## src/rtl/pipe_hazard_ctrl_pkg.sv

```systemverilog
// Shared definitions for the Dec/Ex hazard controller.
// Holds the FSM state encodings, the register-index width default and a counter sizing helper.
package pipe_hazard_ctrl_pkg;

    localparam int REG_W_DEF = 8;

    localparam logic [1:0] ST_RUN   = 2'd0;
    localparam logic [1:0] ST_LDUSE = 2'd1;
    localparam logic [1:0] ST_DIVW  = 2'd2;
    localparam logic [1:0] ST_REDIR = 2'd3;

    function automatic int max3(input int a, input int b, input int c);
        int m;
        m = (a > b) ? a : b;
        return (m > c) ? m : c;
    endfunction

endpackage

```

## src/rtl/hz_countdown.sv

```systemverilog
// Loadable down-counter shared by the LDUSE, DIVW and REDIR sequences.
// A load wins over a decrement, and the count holds at zero.
module hz_countdown #(
    parameter int W = 4
) (
    input  logic         clk,
    input  logic         rst_n,
    input  logic         i_load,
    input  logic         i_dec,
    input  logic [W-1:0] i_val,
    output logic         o_zero
);

    logic [W-1:0] r_cnt;

    always_ff @(posedge clk or negedge rst_n) begin
        if (!rst_n) begin
            r_cnt <= '0;
        end else if (i_load) begin
            r_cnt <= i_val;
        end else if (i_dec && (r_cnt != '0)) begin
            r_cnt <= r_cnt - 1'b1;
        end
    end

    assign o_zero = (r_cnt == '0);

endmodule

```

## src/rtl/pipe_hazard_ctrl.sv

```systemverilog
// Stall / bubble / flush sequencer for the fetch, decode and Dec/Ex pipeline registers.
// Hazard compare, priority mux and FSM; outputs are Mealy and same-cycle with detection.
//
//  state | meaning
//  RUN   | no sequence active; evaluate redirect > divide > load-use
//  LDUSE | extra load-use bubbles (LOAD_LAT > 1)
//  DIVW  | divider still occupying EX, everything frozen
//  REDIR | extra squash cycles after a redirect (FLUSH_CYCLES > 1)
module pipe_hazard_ctrl
    import pipe_hazard_ctrl_pkg::*;
#(
    parameter int REG_W        = REG_W_DEF,
    parameter int DIV_CYCLES   = 16,
    parameter int LOAD_LAT     = 1,
    parameter int FLUSH_CYCLES = 1
) (
    input  logic             clk,
    input  logic             rst_n,
    input  logic             dec_valid,
    input  logic [REG_W-1:0] dec_a_reg,
    input  logic [REG_W-1:0] dec_b_reg,
    input  logic             dec_uses_a,
    input  logic             dec_uses_b,
    input  logic             ex_mem,
    input  logic             ex_store,
    input  logic             ex_rwe,
    input  logic [REG_W-1:0] ex_c_reg,
    input  logic             ex_div,
    input  logic             ex_redirect,
    output logic             stall_fd,
    output logic             stall_de,
    output logic             bubble_de,
    output logic             flush_fd,
    output logic             div_busy
);

    localparam int CW = $clog2(max3(DIV_CYCLES, LOAD_LAT, FLUSH_CYCLES) + 1);

    localparam logic [CW-1:0] DIV_LD   = CW'((DIV_CYCLES   > 1) ? DIV_CYCLES   - 2 : 0);
    localparam logic [CW-1:0] LOAD_LD  = CW'((LOAD_LAT     > 1) ? LOAD_LAT     - 2 : 0);
    localparam logic [CW-1:0] FLUSH_LD = CW'((FLUSH_CYCLES > 1) ? FLUSH_CYCLES - 2 : 0);

    logic [1:0]    r_state;
    logic [1:0]    w_state_nxt;
    logic          w_lu;
    logic          w_load;
    logic          w_dec;
    logic [CW-1:0] w_load_val;
    logic          w_zero;
    logic          w_stall_fd;
    logic          w_stall_de;
    logic          w_bubble_de;
    logic          w_flush_fd;
    logic          w_div_busy;

    assign w_lu = ex_mem & ~ex_store & ex_rwe & dec_valid
                & ((dec_uses_a & (dec_a_reg == ex_c_reg))
                 | (dec_uses_b & (dec_b_reg == ex_c_reg)));

    hz_countdown #(.W(CW)) u_cnt (
        .clk    (clk),
        .rst_n  (rst_n),
        .i_load (w_load),
        .i_dec  (w_dec),
        .i_val  (w_load_val),
        .o_zero (w_zero)
    );

    always_comb begin
        w_state_nxt = r_state;
        w_load      = 1'b0;
        w_dec       = 1'b0;
        w_load_val  = '0;
        w_stall_fd  = 1'b0;
        w_stall_de  = 1'b0;
        w_bubble_de = 1'b0;
        w_flush_fd  = 1'b0;
        w_div_busy  = 1'b0;
        case (r_state)
            ST_RUN, ST_LDUSE: begin
                // A redirect pre-empts an in-flight load-use sequence as well.
                if (ex_redirect) begin
                    w_flush_fd  = 1'b1;
                    w_bubble_de = 1'b1;
                    if (FLUSH_CYCLES > 1) begin
                        w_state_nxt = ST_REDIR;
                        w_load      = 1'b1;
                        w_load_val  = FLUSH_LD;
                    end else begin
                        w_state_nxt = ST_RUN;
                    end
                end else if (r_state == ST_LDUSE) begin
                    w_stall_fd  = 1'b1;
                    w_bubble_de = 1'b1;
                    if (w_zero) w_state_nxt = ST_RUN;
                    else        w_dec       = 1'b1;
                end else if (ex_div) begin
                    w_stall_fd = 1'b1;
                    w_stall_de = 1'b1;
                    w_div_busy = 1'b1;
                    if (DIV_CYCLES > 1) begin
                        w_state_nxt = ST_DIVW;
                        w_load      = 1'b1;
                        w_load_val  = DIV_LD;
                    end
                end else if (w_lu) begin
                    w_stall_fd  = 1'b1;
                    w_bubble_de = 1'b1;
                    if (LOAD_LAT > 1) begin
                        w_state_nxt = ST_LDUSE;
                        w_load      = 1'b1;
                        w_load_val  = LOAD_LD;
                    end
                end
            end
            ST_DIVW: begin
                w_stall_fd = 1'b1;
                w_stall_de = 1'b1;
                w_div_busy = 1'b1;
                if (w_zero) w_state_nxt = ST_RUN;
                else        w_dec       = 1'b1;
            end
            ST_REDIR: begin
                w_flush_fd  = 1'b1;
                w_bubble_de = 1'b1;
                if (ex_redirect) begin
                    w_load     = 1'b1;
                    w_load_val = FLUSH_LD;
                end else if (w_zero) begin
                    w_state_nxt = ST_RUN;
                end else begin
                    w_dec = 1'b1;
                end
            end
            default: w_state_nxt = ST_RUN;
        endcase
    end

    always_ff @(posedge clk or negedge rst_n) begin
        if (!rst_n) r_state <= ST_RUN;
        else        r_state <= w_state_nxt;
    end

    // Outputs are combinational, so force them low for the whole reset window.
    assign stall_fd  = w_stall_fd  & rst_n;
    assign stall_de  = w_stall_de  & rst_n;
    assign bubble_de = w_bubble_de & rst_n;
    assign flush_fd  = w_flush_fd  & rst_n;
    assign div_busy  = w_div_busy  & rst_n;

endmodule
```

## config.mk

```make
export PLATFORM = sky130hd
export DESIGN_NAME = pipe_hazard_ctrl
export DESIGN_NICKNAME = d
export VERILOG_FILES = /design/src/rtl/pipe_hazard_ctrl_pkg.sv /design/src/rtl/hz_countdown.sv /design/src/rtl/pipe_hazard_ctrl.sv
export SDC_FILE = /design/constraint.sdc
export NUM_CORES = 1
export LEC_CHECK = 0
export CAP_MARGIN = 20
export CORE_ASPECT_RATIO = 0.8
export CORE_MARGIN = 1.5
export CORE_UTILIZATION = 35
export DETAILED_ROUTE_END_ITERATION = 8
export PLACE_DENSITY = 0.75
export SYNTH_ARGS = -nofsm -noshare
export SYNTH_HDL_FRONTEND = slang
export SYNTH_SLANG_ARGS = --single-unit
```

## constraint.sdc

```tcl
create_clock -name clk -period 1.9 [get_ports clk]
set_clock_uncertainty 0.2 [all_clocks]
set_input_delay 0.57 -clock clk [delete_from_list [all_inputs] [get_ports clk]]
set_output_delay 0.57 -clock clk [all_outputs]
set_load 0.005 [all_outputs]
```

# After elaboration in Yosys (flattened, before gate mapping)
# Cells that the tools add are included.
dict set report totals {
  wordCells 62
  romBits 0
  latchBits 0
  mem_count 0
  ramBits 0
  inputBits 34
  out_inout_bits 5
  regBits 7
}
dict set report classes {
  reduce_logical 7
  n_div 0
  magnitude_cmp 0
  muxes 33
  add_sub_neg 1
  shifts 0
  bitwise_logic 12
  n_mul 0
  n_eq_ne 7
}
# op count
set op_table {}
lappend op_table {{$eq A8 B8 Y1} 2}
lappend op_table {{$mux W4} 4}
lappend op_table {{$mux W1} 15}
lappend op_table {{$and A1 B1 Y1} 10}
lappend op_table {{$mux W2} 5}
lappend op_table {{$mux W5} 2}
lappend op_table {{$pmux W1 S2} 5}
lappend op_table {{$pmux W2 S3} 1}
lappend op_table {{$logic_not A5 Y1} 1}
lappend op_table {{$reduce_bool A5 Y1} 1}
lappend op_table {{$sub A5 B1 Y5 const B} 1}
lappend op_table {{$eq A2 B2 Y1 const B} 2}
lappend op_table {{$ne A4 B4 Y1 const B} 1}
lappend op_table {{$pmux W1 S3} 1}
lappend op_table {{$eq A2 B1 Y1 const B} 1}
lappend op_table {{$logic_not A2 Y1} 1}
lappend op_table {{$ne A2 B2 Y1 const B} 1}
lappend op_table {{$reduce_and A2 Y1} 1}
lappend op_table {{$reduce_bool A2 Y1} 1}
lappend op_table {{$reduce_or A2 Y1} 1}
lappend op_table {{$logic_and A1 B1 Y1} 1}
lappend op_table {{$not A1 Y1} 1}
lappend op_table {{$or A1 B1 Y1} 1}

# Logic depth before layout (Yosys ltp)
# Gate-level depths: netlist (run 1).
dict set report depth {
  ltp_word 11
  mapped_depth 7
  depth_no_buf 6
}

# By module
# A second synthesis (run 1) with hierarchy kept.
dict set report hier_totals {
  cells_unflattened 83
  area_unflattened_um2 686.9
}
# module cells_each n_inst area_each_um2 seq_area_each_um2
set by_module_without_submodules {}
lappend by_module_without_submodules {pipe_hazard_ctrl 51 1 386.6 50.0}
lappend by_module_without_submodules {hz_countdown 32 1 300.3 125.1}

# Worst setup path before layout (run 1)
# OpenSTA, ideal clock, no wires.
dict set report synth_timing {
  kind {input to output}
  startpoint {in ex_store}
  endpoint {out stall_fd}
  path_slack_ps -174
  t_arrival_ps 1304
  required_ps 1130
  n_path_buf 0
  stages 4
  path_cell_list {nand4b_1 nor4_1 a41oi_1 nand2_1}
}
dict set report synth_via {
  elab_chain_len 11
}
# item line_no
set synth_rtl {}
lappend synth_rtl {{from (decl)} pipe_hazard_ctrl.sv:25} ;# input logic ex_store,
lappend synth_rtl {{$not A1 Y1} pipe_hazard_ctrl.sv:56} ;# assign w_lu = ex_mem & ~ex_store & ex_rwe & dec_valid
lappend synth_rtl {{$and A1 B1 Y1 (3 in a row)} pipe_hazard_ctrl.sv:56}
lappend synth_rtl {{$and A1 B1 Y1} pipe_hazard_ctrl.sv:57} ;# & ((dec_uses_a & (dec_a_reg == ex_c_reg))
lappend synth_rtl {{$mux W1} pipe_hazard_ctrl.sv:106} ;# end else if (w_lu) begin
lappend synth_rtl {{$mux W1} pipe_hazard_ctrl.sv:97} ;# end else if (ex_div) begin
lappend synth_rtl {{$mux W1} pipe_hazard_ctrl.sv:92} ;# end else if (r_state == ST_LDUSE) begin
lappend synth_rtl {{$mux W1} pipe_hazard_ctrl.sv:82} ;# if (ex_redirect) begin
lappend synth_rtl {{$pmux W1 S2} pipe_hazard_ctrl.sv:79} ;# case (r_state)
lappend synth_rtl {{$and A1 B1 Y1} pipe_hazard_ctrl.sv:145} ;# assign stall_fd = w_stall_fd & rst_n;
lappend synth_rtl {{to (decl)} pipe_hazard_ctrl.sv:30} ;# output logic stall_fd,
# No other way between the ends.

# Worst setup path after layout (run 1)
# Same ends and word-level chain as after synthesis.

==> results of run 1 <==
==> area by class of cell <==
type,instances,area [um^2],area share [%]
Tap cell,24,30.0,2.07
Clock inverter,1,5.00,0.346
Multi-Input combinational cell,74,689,47.6
Sequential cell,7,175,12.1
Timing Repair Buffer,63,503,34.7
Clock buffer,3,22.5,1.56
Inverter,6,22.5,1.56
==> worst paths after layout <==
path                                       startpoint                    endpoint  depth (start not counted)
setup reg to reg           u_cnt.r_cnt[1]$_DFFE_PN0P_  u_cnt.r_cnt[4]$_DFFE_PN0P_                          6
min in group clk               r_state[0]$_DFFE_PN0P_  u_cnt.r_cnt[3]$_DFFE_PN0P_                          2
hold / removal                                  rst_n      r_state[1]$_DFFE_PN0P_                          2
max in group asynchronous                       rst_n  u_cnt.r_cnt[3]$_DFFE_PN0P_                          2
hold reg to reg                r_state[0]$_DFFE_PN0P_  u_cnt.r_cnt[3]$_DFFE_PN0P_                          2
setup / recovery                             ex_store                    stall_fd                          7
==> what timing repair did <==
item	4_1_cts	5_1_grt
setup endpoints to repair	9	9
pin swaps	16	18
buffers inserted	6	0
resized for setup	95	20
==> layout by cell type, fill, tap and decap left out, drive strengths merged, types with 2 or more instances in the layout <==
cell,netlist,routed
buf,1,38
xor2,15,15
dlygate4sd2,0,12
dfrtp,7,7
clkdlybuf4s15,0,6
inv,6,6
clkbuf,3,6
xnor2,5,5
nor2,4,4
nor4,4,4
a211oi,4,4
and2,4,4
nand4,3,3
nand3,3,3
nor2b,3,3
clkdlybuf4s50,0,3
nor3b,3,3
a21oi,3,3
and3,3,3
o21ai,2,2
nand2,2,2
nor4b,2,2
ha,2,2
==> critical path, delay by kind of cell <==
family / cells / cell delay [ps]
simple gates: 3 / 690
buf+inv: 3 / 370
compound gates: 1 / 90
==> power groups by stage <==
stage                     logic (W)  registers (W)  clock network (W)
after floorplan            0.000367       0.000261                  0
after global placement     0.000691       0.000251                  0
after detailed placement   0.000708       0.000254                  0
after CTS                  0.000746       0.000257           0.000141
after global routing       0.000919       0.000270           0.000152
final                      0.000869       0.000267           0.000135
==> sequential cells by signal, indices dropped and copies added, names as in the netlist <==
register / flops
r_state: 2
u_cnt.r_cnt: 5
==> cells by family (layout without fill, tap and decap cells) <==
kind of cell	Yosys count	after routing	synth area share, %
simple gates	34	34	27.4
fa+ha+maj	2	2	3.27
xor+xnor	20	20	22.9
flops	7	7	22.9
buf+inv	10	73	5.56
compound gates	17	17	16.7
mux	1	1	1.31
==> metal layers <==
| layer | up-vias | global-route usage [%] | share of wire, % |
|---|---|---|---|
| li1 | 453 | - | - |
| met1 | 449 | 32.3 | 43 |
| met2 | 35 | 41.2 | 49 |
| met3 | 6 | 6.30 | 5.3 |
| met4 | 0 | 3.90 | 2.5 |
| met5 | - | 0 | 0 |
==> metrics by stage <==
| stage | hold WS [ps] | utilization, % | setup WS, ps |
|---|---|---|---|
| 6_report | 133 | 73.8 | -594 |
| 5_1_grt | 117 | 73.8 | -662 |
| 4_1_cts | 130 | 71.0 | -584 |
| 3_5_place_dp | 443 | 67.5 | -1260 |
| 3_3_place_gp | 443 | 67.5 | -1180 |
| 2_1_floorplan | 74.4 | - | -131 |
==> synthesized netlist by cell type <==
cell      instances  area (um^2)
xor2_1           15          131
dfrtp_1           7          175
inv_1             6         22.5
xnor2_1           5         43.8
a211oi_1          4         30.0
nor2_1            4         15.0
nor4_1            4         25.0
a21oi_1           3         15.0
nand3_1           3         15.0
nand4_1           3         18.8
nor2b_1           3         18.8
nor3b_1           3         22.5
and2_0            2         12.5
and2_1            2         12.5
and3_2            2         15.0
clkbuf_1          2         7.51
ha_1              2         25.0
nand2_1           2         7.51
nor4b_1           2         17.5
o21ai_0           2         10.0
a21o_1            1         7.51
a221oi_2          1         15.0
a31o_1            1         8.76
a41oi_1           1         8.76
and3_1            1         6.26
buf_4             1         7.51
clkbuf_2          1         5.00
mux2i_1           1         10.0
nand4b_1          1         8.76
nor3_1            1         5.00
o211ai_1          1         7.51
o22ai_1           1         6.26
o311a_1           1         10.0
o32ai_1           1         8.76
or4b_1            1         10.0
==> run_results.csv, run 1 <==
group,metric,value,unit
timing,slew_headroom,55.5,%
timing,rsz0062_at_grt,"yes",
clock_network,tritoncts,"done",
clock_network,ctsHoldBuffers,0,
pwr,powerDensity,878,mW/mm^2
floorplan,num_rows,14,
drt,vias,943,
critical_path,crit_chain,"buf_6 > nand4b_1 > nor4_4 > buf_4 > a41oi_2 > nand2_1 > buf_2",
timing,min_period,2490,ps
clock_network,cts_sinks,7,
drt,drtAntennaViolNets,0,
timing,layout_setup_ws,-594,ps
yosys,synth_fp_nets,127,
pwr,irDropWorstVdd,894,uV
grt,antenna_found_initial,0,
run,drv_cap,0,
pwr,clockPowerShare,10.6,%
layout,nets,191,
layout,fillers,140,
run_status,violations,"negative setup slack",
yosys,ys_seq_area_share,22.9,%
drt,finalWirelength,3030,um
critical_path,critical_path.startpoint_type,"primary input",
pwr,internal_power,0.000751,W
yosys,ys_ff_latch,7,
critical_path,crit_slowest_cell,"nor4_4",
floorplan,fp.coreArea,0.00196,mm^2
floorplan,initial_utilization,39.0,%
yosys,synth-warning-count,0,
grt,grt_usage,24.3,%
yosys,synth.avg_cell_area,8.41,um^2
grt,grt_pass1_wl,4620,um
floorplan,pin_count,39,
yosys,syn_area,766,um^2
min_path,hold_path.class,"primary input to asynchronous set/reset pin",
critical_path,slowest_delay,350,ps
grt,grt.overflow.total,0,
layout,fin_cells,178,
layout,diodes,0,
timing,setup_violations,7,
timing,hold_violations,0,
grt,grt_pass1_vias,936,
yosys,synthCells,91,
timing,period_share,131,%
layout,fin_area,0.00145,mm^2
critical_path,cp.arrival,1720,ps
drt,vias_per_cell,5.30,
floorplan,die_w,55.3,um
grt,grt_max_degree,10,
clock_network,cts-buffers-inserted,3,
placement,io_buffers,38,
pwr,p_switching,0.000520,W
placement,dp_hpwl,2250,um
timing,tightest_slew,658,ps
critical_path,cp-end-kind,"output pin",
drt,drc,0,
timing,setup_tns,-1420,ps
clock_network,cts_max_level,1,
layout,area_delta_synth_final,89.1,%
drt,drt_pass1_iterations,4,
placement,dp_cells,169,
clock_network,clk_pin_slew,50,ps
clock_network,clockBufferDepth,2,
run_status,outcome,"finished with violations",
drt,routedWlPerCell,17.0,um
placement,place.gp.congestion,0.877,
pwr,total_power,0.00127,W
placement,place_area,0.00132,mm^2
layout,drive_gt1_share,46.1,%
pwr,seq_power_share,21.0,%
clock_network,clockRootBuffer,"clkbuf_4",
pwr,p_leak,0.659,nW
critical_path,critPathKind,"primary input to output pin",
pwr,comb_power_share,68.4,%
timing,slew_violations,0,
clock_network,worstSkewPairLatency,250,ps
yosys,synth_cell_type_count,35,
drt,drtIter0Drc,20,
floorplan,die-area,0.00248,mm^2
critical_path,crit_path_max_fanout,2,
floorplan,fp.dieH,44.8,um
critical_path,rrSetupSlack,-30,ps
critical_path,worstPathRequired,1130,ps
pwr,sw_frac_of_total,40.9,%
timing,max_freq,0.401,GHz
Power figures use the tool's default switching activity.
==> run 2: changes to the inputs <==
--- a/config.mk
+++ b/config.mk
@@ -9,6 +9,7 @@
 export CORE_ASPECT_RATIO = 0.8
 export CORE_MARGIN = 1.5
 export CORE_UTILIZATION = 35
+export CTS_CLUSTER_DIAMETER = 150
 export DETAILED_ROUTE_END_ITERATION = 8
 export PLACE_DENSITY = 0.75
 export SYNTH_ARGS = -nofsm -noshare
==> results of run 2 <==
Same layout as run 1: the final DEF is identical, and so are final timing and power.
==> run 3: changes to the inputs <==
--- a/config.mk
+++ b/config.mk
@@ -12,6 +12,7 @@
 export CTS_CLUSTER_DIAMETER = 150
 export DETAILED_ROUTE_END_ITERATION = 8
 export PLACE_DENSITY = 0.75
+export REMOVE_ABC_BUFFERS = 1
 export SYNTH_ARGS = -nofsm -noshare
 export SYNTH_HDL_FRONTEND = slang
 export SYNTH_SLANG_ARGS = --single-unit
==> run 3 against run 2 <==
The flow still finishes with violations (negative setup slack). Sequential share of layout area fell by 0.37 points. Hold slack gained 56 ps. Routed wire length rose by 21%. Power grew 8.5%. First-iteration DRC count rose to 3.5 times the previous value. Sequential power shrank 1%. Critical path type unchanged. Critical endpoint is now bubble_de.
==> run_results.csv, run 3 (synthesis gave the netlist of run 1 again) <==
group,metric,value,unit
timing,period_share,135,%
floorplan,num_rows,14,
layout,regMostFlops,"u_cnt.r_cnt",
pwr,powerDensity,923,mW/mm^2
drt,vias_per_cell,5.95,
drt,finalWirelength,3680,um
min_path,hold_path.class,"primary input to asynchronous set/reset pin",
run_status,outcome,"finished with violations",
critical_path,rr_worst_depth,5,
critical_path,worstPathRequired,1130,ps
placement,dp_hpwl,2200,um
grt,antenna_found_initial,0,
grt,grt_pass1_vias,1094,
floorplan,die-area,0.00248,mm^2
clock_network,clockBufferDepth,2,
drt,drtAntennaViolNets,0,
drt,drtIter0Drc,69,
critical_path,r2r-start,"u_cnt.r_cnt[1]$_DFFE_PN0P_",
clock_network,worstSkewPairLatency,260,ps
grt,grt_usage,28.3,%
run,drv_cap,0,
layout,diodes,0,
pwr,sw_frac_of_total,40.1,%
timing,layout_setup_ws,-659,ps
run_status,violations,"negative setup slack",
layout,fillers,137,
clock_network,cts-buffers-inserted,3,
critical_path,critical_path.startpoint_type,"primary input",
critical_path,startpoint,"dec_a_reg[5]",
critical_path,crit_chain,"clkdlybuf4s15_1 > xor2_2 > nor4_2 > buf_4 > nand4_1 > nand3_1 > buf_2",
layout,drive_gt1_share,52.1,%
layout,reg_top3,"u_cnt.r_cnt: 5 flops, r_state: 2 flops",
placement,place.gp.congestion,0.898,
timing,max_freq,0.391,GHz
layout,final_common_cell,"buf_4",
timing,setup_violations,6,
clock_network,cts_sinks,7,
critical_path,cp-end-kind,"output pin",
clock_network,ctsHoldBuffers,0,
pwr,clockPowerShare,10.6,%
floorplan,pin_count,39,
layout,nets,200,
layout,largest_reg_flops,5,
drt,drt_pass1_iterations,6,
drt,drc,0,
pwr,internal_power,0.000826,W
timing,setup_tns,-1890,ps
critical_path,r2r-end,"u_cnt.r_cnt[3]$_DFFE_PN0P_",
timing,slew_headroom,59.6,%
critical_path,crit_slowest_cell,"nor4_2",
critical_path,critPathKind,"primary input to output pin",
grt,grt.overflow.total,0,
pwr,seq_power_share,19.1,%
timing,rsz0062_at_grt,"yes",
placement,io_buffers,38,
critical_path,rrSetupSlack,-50,ps
pwr,comb_power_share,70.3,%
floorplan,fp.coreArea,0.00196,mm^2
critical_path,endpoint,"bubble_de",
drt,vias,1113,
clock_network,clk_pin_slew,60,ps
timing,hold_violations,0,
clock_network,clockRootBuffer,"clkbuf_4",
pwr,irDropWorstVdd,729,uV
floorplan,fp.dieH,44.8,um
critical_path,crit_path_max_fanout,2,
grt,grt_pass1_wl,5350,um
drt,routedWlPerCell,19.7,um
floorplan,die_w,55.3,um
layout,area_delta_synth_final,95.1,%
pwr,total_power,0.00138,W
timing,whs,189,ps
timing,tightest_slew,597,ps
floorplan,initial_utilization,39.0,%
layout,final_cell_mix,"buf_4, xor2_1, clkdlybuf4s15_1, buf_2, clkbuf_2",
pwr,p_switching,0.000553,W
critical_path,slowest_delay,360,ps
critical_path,cp.arrival,1790,ps
timing,slew_violations,0,
grt,grt_max_degree,10,
clock_network,cts_max_level,1,
clock_network,tritoncts,"done",
pwr,p_leak,0.677,nW
timing,min_period,2560,ps
run 3: changes by cell type in the layout (fill, tap and decap cells not counted), moves of 2 or more:
cell / change
nor4_1: +2
buf_6: +3
dlygate4sd2_1: -9
buf_2: -2
nor4_4: -3
clkdlybuf4s15_1: +6
clkbuf_2: +5
buf_4: +8
run 3: layout make-up:
class	instances	area (um^2)	area share, %
tap	24	30.0	2.01
sequential	7	175	11.7
clock buffer	4	26.3	1.76
timing repair buffer	72	566	37.9
multi-input combinational	74	674	45.1
inverter	6	22.5	1.51
run 3: per-layer routing:
layer  global-route usage, %  vias up  share of wire, %  routed length (um)
li1                        -      474                 -                   -
met3                    2.01       25               7.7                 282
met4                    12.7        0               4.9                 180
met5                       0        -                 0                   0
met2                    51.9       82                48                1750
met1                    35.2      532                40                1460
run 3: worst max-delay path, delay by kind of cell:
family	cells	cell delay, ps
xor gates and xnor gates	1	170
and+or+nand+nor	3	530
buffers and inverters	3	510
run 3: repair_timing:
item / CTS / global route
setup endpoints to repair: 9 / 9
endpoints found under the hold margin: 0 / 0
cloned: 0 / 0
gates resized for setup: 108 / 27
pin swaps: 24 / 21
setup buffers: 11 / 2
run 3: through the flow:
| step | util (%) | instance area, um^2 | worst slack, ps | std cells |
|---|---|---|---|---|
| global placement | 68.1 | 1340 | -1160 | 173 |
| CTS | 74.7 | 1470 | -537 | 185 |
| floorplan | - | 746 | -174 | 87 |
| detailed placement | 68.1 | 1340 | -1220 | 173 |
| global route | 76.1 | 1490 | -655 | 187 |
| finish | 76.1 | 1490 | -659 | 187 |
run 3: worst min path at each step:
stage                                from                    endpoint  slack (ps)  cells after the start
6_report                            rst_n      r_state[0]$_DFFE_PN0P_         190                      2
5_1_grt                             rst_n  u_cnt.r_cnt[0]$_DFFE_PN0P_         190                      2
4_1_cts                             rst_n      r_state[1]$_DFFE_PN0P_         180                      2
3_5_place_dp   u_cnt.r_cnt[2]$_DFFE_PN0P_  u_cnt.r_cnt[2]$_DFFE_PN0P_         460                      3
3_3_place_gp   u_cnt.r_cnt[1]$_DFFE_PN0P_  u_cnt.r_cnt[1]$_DFFE_PN0P_         430                      3
2_1_floorplan                       rst_n      r_state[0]$_DFFE_PN0P_          70                      0
run 3: power groups by stage:
stage	Sequential, W	Clock [W]	Combinational [W]
floorplan	0.000272	0	0.000341
global placement	0.000254	0	0.000665
detailed placement	0.000256	0	0.000690
CTS	0.000260	0.000136	0.000783
global route	0.000268	0.000153	0.00103
finish	0.000263	0.000146	0.000970
